### config.mk
export PLATFORM = sky130hd
export DESIGN_NAME = tcb_lib_processor2memory
export DESIGN_NICKNAME = d
export VERILOG_FILES = /design/src/rtl/tcb_lib_processor2memory.sv
export SDC_FILE = /design/constraint.sdc
export NUM_CORES = 1
export LEC_CHECK = 0
export ABC_AREA = 0
export BUFFER_PORTS_ARGS = -buffer_cell sky130_fd_sc_hd__buf_4
export CAP_MARGIN = 20
export CORE_MARGIN = 2
export CORE_UTILIZATION = 42
export CTS_CLUSTER_DIAMETER = 50
export DETAILED_ROUTE_END_ITERATION = 8
export PLACE_DENSITY = 0.89
export SLEW_MARGIN = 20
export SYNTH_ARGS = -nofsm -noshare
export SYNTH_HDL_FRONTEND = slang
export SYNTH_SLANG_ARGS = --single-unit
### constraint.sdc
create_clock -name clk -period 6 [get_ports clk]
set_input_delay 1.2 -clock clk [delete_from_list [all_inputs] [get_ports clk]]
set_output_delay 1.2 -clock clk [all_outputs]
set_load 0.05 [all_outputs]
### src/rtl/tcb_lib_processor2memory.sv
// rtl/tcb_lib_processor2memory.sv - processor-mode to memory-mode TCB converter
// Optional signed loads: define TCB_LIB_P2M_SIGN_EXT_EN to add man_uns.

package tcb_lib_p2m_pkg;
    typedef enum logic {
        TCB_LITTLE = 1'b0,
        TCB_BIG    = 1'b1
    } tcb_mode_endianness_t;
    typedef logic [2:0] tcb_size_t;
endpackage

module tcb_lib_processor2memory
    import tcb_lib_p2m_pkg::*;
#(
    parameter int                   ABW    = 32,
    parameter int                   DBW    = 32,
    parameter int                   DLY    = 1,
    parameter tcb_mode_endianness_t ENDIAN = TCB_LITTLE
)(
    input  logic             clk,
    input  logic             rst_n,
    input  logic             man_vld,
    output logic             man_rdy,
    input  logic             man_wen,
    input  logic [ABW-1:0]   man_adr,
    input  tcb_size_t        man_siz,
    input  logic [DBW-1:0]   man_wdt,
`ifdef TCB_LIB_P2M_SIGN_EXT_EN
    input  logic             man_uns,
`endif
    output logic [DBW-1:0]   man_rdt,
    output logic             man_err,
    output logic             sub_vld,
    input  logic             sub_rdy,
    output logic             sub_wen,
    output logic [ABW-1:0]   sub_adr,
    output logic [DBW/8-1:0] sub_ben,
    output logic [DBW-1:0]   sub_wdt,
    input  logic [DBW-1:0]   sub_rdt,
    input  logic             sub_err
);

    localparam int BEN     = DBW / 8;
    localparam int LOG_BEN = $clog2(BEN);
    localparam int OFW     = (LOG_BEN > 0) ? LOG_BEN : 1;

    typedef struct packed {
        logic           act;
        logic           wen;
        logic [OFW-1:0] off;
        tcb_size_t      siz;
        logic           ill;
        logic           uns;
    } rsp_stage_t;

    logic [OFW-1:0] req_off;
    logic [OFW-1:0] req_mask;
    logic           req_ill;
    logic           req_uns;
    logic           transfer;
    int             req_n;
    int             req_idx;
    int             req_src;

    rsp_stage_t     stage_d [DLY];
    rsp_stage_t     stage_q [DLY];
    rsp_stage_t     rsp_last;
    logic [DBW-1:0] rsp_val;
    logic           rsp_sign;
    int             rsp_n;
    int             rsp_lane;

    if (LOG_BEN > 0) begin : g_off
        assign req_off = man_adr[OFW-1:0];
    end else begin : g_off_none
        assign req_off = '0;
    end

    // Without the signed-load option every read behaves as unsigned.
`ifdef TCB_LIB_P2M_SIGN_EXT_EN
    assign req_uns = man_uns;
`else
    assign req_uns = 1'b1;
`endif

    always_comb begin
        req_mask = '0;
        for (int b = 0; b < OFW; b++) begin
            req_mask[b] = (b < int'(man_siz));
        end
        req_ill = (int'(man_siz) > LOG_BEN) || ((req_off & req_mask) != '0);
    end

    assign sub_wen  = man_wen;
    assign sub_adr  = man_adr;
    assign sub_vld  = man_vld && !req_ill;
    assign man_rdy  = req_ill ? 1'b1 : sub_rdy;
    assign transfer = man_vld && man_rdy;

    always_comb begin
        req_n   = 32'd1 << man_siz;
        req_idx = 0;
        req_src = 0;
        sub_ben = '0;
        sub_wdt = '0;
        if (!req_ill) begin
            for (int l = 0; l < BEN; l++) begin
                req_idx = l - int'(req_off);
                if (req_idx >= 0 && req_idx < req_n) begin
                    req_src    = (ENDIAN == TCB_BIG) ? req_n - 1 - req_idx : req_idx;
                    sub_ben[l] = 1'b1;
                    sub_wdt[8*l +: 8] = man_wdt[8*req_src +: 8];
                end
            end
        end
    end

    always_comb begin
        stage_d[0].act = transfer;
        stage_d[0].wen = man_wen;
        stage_d[0].off = req_off;
        stage_d[0].siz = man_siz;
        stage_d[0].ill = req_ill;
        stage_d[0].uns = req_uns;
        for (int k = 1; k < DLY; k++) begin
            stage_d[k] = stage_q[k-1];
        end
    end

    always_ff @(posedge clk or negedge rst_n) begin
        if (!rst_n) begin
            for (int k = 0; k < DLY; k++) begin
                stage_q[k] <= '0;
            end
        end else begin
            for (int k = 0; k < DLY; k++) begin
                stage_q[k] <= stage_d[k];
            end
        end
    end

    assign rsp_last = stage_q[DLY-1];

    // Realign the returned lanes back to LSB, then fill the upper bytes.
    always_comb begin
        rsp_n    = 32'd1 << rsp_last.siz;
        rsp_lane = 0;
        rsp_val  = '0;
        rsp_sign = 1'b0;
        man_rdt  = '0;
        man_err  = 1'b0;
        if (rsp_last.act) begin
            man_err = rsp_last.ill | sub_err;
            if (!rsp_last.ill && !rsp_last.wen) begin
                for (int i = 0; i < BEN; i++) begin
                    if (i < rsp_n) begin
                        rsp_lane = (ENDIAN == TCB_BIG) ? int'(rsp_last.off) + rsp_n - 1 - i
                                                       : int'(rsp_last.off) + i;
                        rsp_val[8*i +: 8] = sub_rdt[8*rsp_lane +: 8];
                    end
                end
                rsp_sign = !rsp_last.uns && rsp_val[8*rsp_n-1];
                for (int i = 0; i < BEN; i++) begin
                    if (i >= rsp_n) begin
                        rsp_val[8*i +: 8] = {8{rsp_sign}};
                    end
                end
                man_rdt = rsp_val;
            end
        end
    end

endmodule

==> results.md <==
- After detailed routing, the total wire length is 8649 um.
- The leakage component of the power is 1.802 nW.
- The element type at the critical path end is an output port.
- Traced cell by cell, the critical path runs through buf_4, inv_1, ha_1, inv_1, ha_1, o21ai_0, a21oi_1, nor2_1, o21ai_0, buf_4, nor2b_1, buf_4.
- The actual slew at the worst max-slew pin is 0.7923 ns.
- The final-report hold violation count came to 0.
- In this run, the number of DRC markers left after iteration 0 of detailed routing was 124.
- The cell count after synthesis came out at 322.
- Summed over all instances, the cell type with the most area after synthesis is sky130_fd_sc_hd__mux4_2.
- The delay of the slowest critical-path stage is 0.48 ns.
- The global routing usage summed across all routing layers is 0.2303.
- The initial antenna violation count is 0.
- Counting every net in the synthesized netlist gives 444.
- The class of the most critical hold timing path is input pin to asynchronous set/reset pin.
- The number of flip-flops and latches in the synthesized netlist is 9.
- Data on the critical path is required at its endpoint by approximately 4.8 ns.
- TritonCTS created 3 clock buffers.
- Each instance of the synthesized netlist takes up on average 8.584 um^2.
- The clock net sink count is 9.
- The most numerous cell type found on the critical path is sky130_fd_sc_hd__buf_4.
- The via count is 2938.
- The number of buffers inserted by hold repair at cts is 0.
- The design area is 0.003707 mm^2.
- The post-cts repair resize count is 0.
- The fraction of layout cells with a size suffix above 1 is 0.4811.
- The level count of the clock H-tree is 1.
- The max-slew violation count is 0.
- The tool flagged a number of max-cap violations equal to 0.
- The slowest stage of the critical path is the sky130_fd_sc_hd__buf_4 cell.
- The layout net count is ~550.
- OpenSTA, run right after detailed placement, puts the worst setup slack at approximately 1.1 ns.
- The layout-stage area growth over the synthesis result is 34.13%.
- The Yosys step of the flow raised 0 warnings.
- The peak clock frequency supported by timing is between 0.2 and 0.25 GHz.
- The repair_antennas step left the layout with diodes totalling 0.
- The overall die height is 85.12 um.
- The DRC violation count after routing is 0.
- The routed wirelength normalized by instance count is between 15 and 20 um.
- The largest fanout on the critical path is 41.
- Setup repair after global routing left no endpoint under its margin.
- The antenna violation net count after detailed routing is 0.
- In this run the tightest slew margin relative to its limit is 0.4674.
- The synthesized area is approximately 0.0028 mm^2.
- The cell at the root of the clock tree is sky130_fd_sc_hd__clkbuf_8.
- The die covers 0.007245 mm^2.
- The most common library cell in the layout ignoring fill and taps is sky130_fd_sc_hd__buf_4.
- The buffers inserted during post-CTS setup optimization is 0.
- The synthesized design contains 0 enable-type register cells.
- The count of boundary I/O pins is 209.
- The run finished with clean final reports.
- The proportion of register bits with asynchronous set or reset after synthesis is 1.000.
- Across all setup checks in the final design, the least slack found is around 1.0 ns.
- The minimum clock period after layout is 4.961 ns.
- For the worst setup path, the data arrival time is around 3.8 ns.
- The critical path start-end classification is input pin to output port.
- The leading register cell type out of synthesis is sky130_fd_sc_hd__dfrtp_1.
- The die is 85.12 um wide.
- The peak supply drop is 0.06994 mV.
- Setup violations remaining at the end of the flow were counted as 0.
- After synthesis, the cell types taking the most area are sky130_fd_sc_hd__mux4_2 (20%), sky130_fd_sc_hd__buf_4 (9.2%), sky130_fd_sc_hd__mux2i_1 (8.3%), sky130_fd_sc_hd__dfrtp_1 (8.1%), sky130_fd_sc_hd__ha_1 (7.7%).
- The clock transition at the registers of the reported paths is 0.04 ns.
- After floorplanning, the core was sized to cover approximately 0.0063 mm^2.
- TritonCTS built the clock tree.
- Routability-driven placement finished with a final weighted congestion of 0.9910.
- The number of buffers on the longest clock path is 2.
- The total global routing overflow is 0.
- The placed wire-length estimate is between 6000 and 7000 um.
- For the final routed database, the setup TNS stands at 0 ns.
- The number of fill cells in the layout is 557.
- After floorplanning, the core was divided into 29 placement rows.
- The cell area after placement is ~0.0037 mm^2.
- The sequential element share of the synthesized area is 0.08148.
- Entering global routing, the biggest net connects 42 pins.
- The number of flip-flops in the largest register is 9.
- The post-synthesis cell type count is 46.
- The share of Yosys cell area claimed by the top area cell type is 0.2037.
- The initial utilization of the core area, before any placement, comes to 0.4353.
- During placement, the flow inserted port buffers numbering between 100 and 150.
- The via count of the first global-routing pass is 2852.
- In the finished design, the share of the clock period the worst path needs comes to 0.8268.
- The startpoint type of the worst setup path is an input pin.
- In the layout the commonest cells are sky130_fd_sc_hd__buf_4 (153), sky130_fd_sc_hd__a21oi_1 (28), sky130_fd_sc_hd__mux4_2 (25).
- The number of detailed-routing iterations run before antenna repair is 4.
- The wire length of the first global-routing pass is 13630 um.
- Using the TritonRoute via totals, the vias-per-cell ratio works out to 5.864.
- Power spread over the standard cell area amounts to 110.5 mW/mm^2.
-- area by class of cell --
cell class / instances / area (um^2) / area share
tap: 77 / 96.34 / 0.02599
multi-input combinational: 246 / 2146 / 0.5788
sequential: 9 / 225.2 / 0.06075
inverter: 12 / 45.04 / 0.01215
timing repair buffer: 153 / 1149 / 0.3098
clock inverter: 1 / 5.005 / 0.001350
clock buffer: 3 / 41.29 / 0.01114
-- critical path: cells and delay by family --
kind / cells / cell delay (ns)
adders and majority gates: 2 / 0.60
buffers and inverters: 5 / 1.13
AOI/OAI and AO/OA: 3 / 0.70
and+or+nand+nor: 2 / 0.12
-- synthesized netlist by cell type (8+ instances only) --
cell type	number
sky130_fd_sc_hd__ha_1	17
sky130_fd_sc_hd__inv_1	11
sky130_fd_sc_hd__nor2_1	17
sky130_fd_sc_hd__nand2_1	21
sky130_fd_sc_hd__clkbuf_1	10
sky130_fd_sc_hd__buf_2	11
sky130_fd_sc_hd__o211ai_1	8
sky130_fd_sc_hd__mux2i_1	23
sky130_fd_sc_hd__a21oi_1	28
sky130_fd_sc_hd__nor2b_1	18
sky130_fd_sc_hd__nor4_1	8
sky130_fd_sc_hd__buf_4	34
sky130_fd_sc_hd__o21ai_1	8
sky130_fd_sc_hd__and3_1	9
sky130_fd_sc_hd__mux4_2	25
sky130_fd_sc_hd__a21o_1	9
sky130_fd_sc_hd__dfrtp_1	9
-- routing by layer --
metal / track usage / share of wire
met1: 0.2605 / 0.36
met2: 0.4176 / 0.52
met3: 0.05837 / 0.10
met4: 0.08081 / 0.025
met5: 0 / 0
-- power breakdown --
group	switching, mW	leakage [nW]	total (mW)	internal, mW
combinational	0.153	1.67	0.273	0.120
sequential	0.00480	0.104	0.0690	0.0642
clock	0.0225	0.0255	0.0676	0.0451
-- how the worst max path moves through the flow --
stage / from / endpoint / slack [ns] / depth (start not counted)
after floorplan: man_adr[1] / sub_ben[2] / 0.11 / 13
after global placement: man_adr[0] / sub_wdt[17] / 1.12 / 12
after detailed placement: man_adr[0] / sub_wdt[18] / 1.07 / 12
after CTS: man_adr[0] / sub_wdt[18] / 1.05 / 12
after global routing: man_adr[0] / sub_wdt[18] / 0.82 / 12
final: man_adr[0] / sub_wdt[18] / 1.04 / 12
-- stage by stage --
step / total power, mW / hold slack, ns / util / std cells
global route: 0.4329 / 0.7826 / 0.5838 / 501
detailed placement: 0.3406 / 1.023 / 0.5766 / 497
global placement: 0.3355 / 1.024 / 0.5766 / 497
floorplan: 0.2992 / 0.9044 / - / 322
CTS: 0.4110 / 0.7783 / 0.5838 / 501
finish: 0.4097 / 0.7795 / 0.5838 / 501
-- kinds of logic (layout without fill, tap and decap cells) --
| family | after synthesis | in the layout | share of synthesized area |
|---|---|---|---|
| AOI/OAI and AO/OA | 69 | 69 | 0.1630 |
| adders and majority gates | 17 | 17 | 0.07696 |
| buffers and inverters | 67 | 169 | 0.1421 |
| DFF | 9 | 9 | 0.08149 |
| muxes | 55 | 55 | 0.3155 |
| other | 1 | 1 | 0.001357 |
| and+or+nand+nor | 104 | 104 | 0.2196 |
No activity file was read; power rests on OpenSTA's default activity.
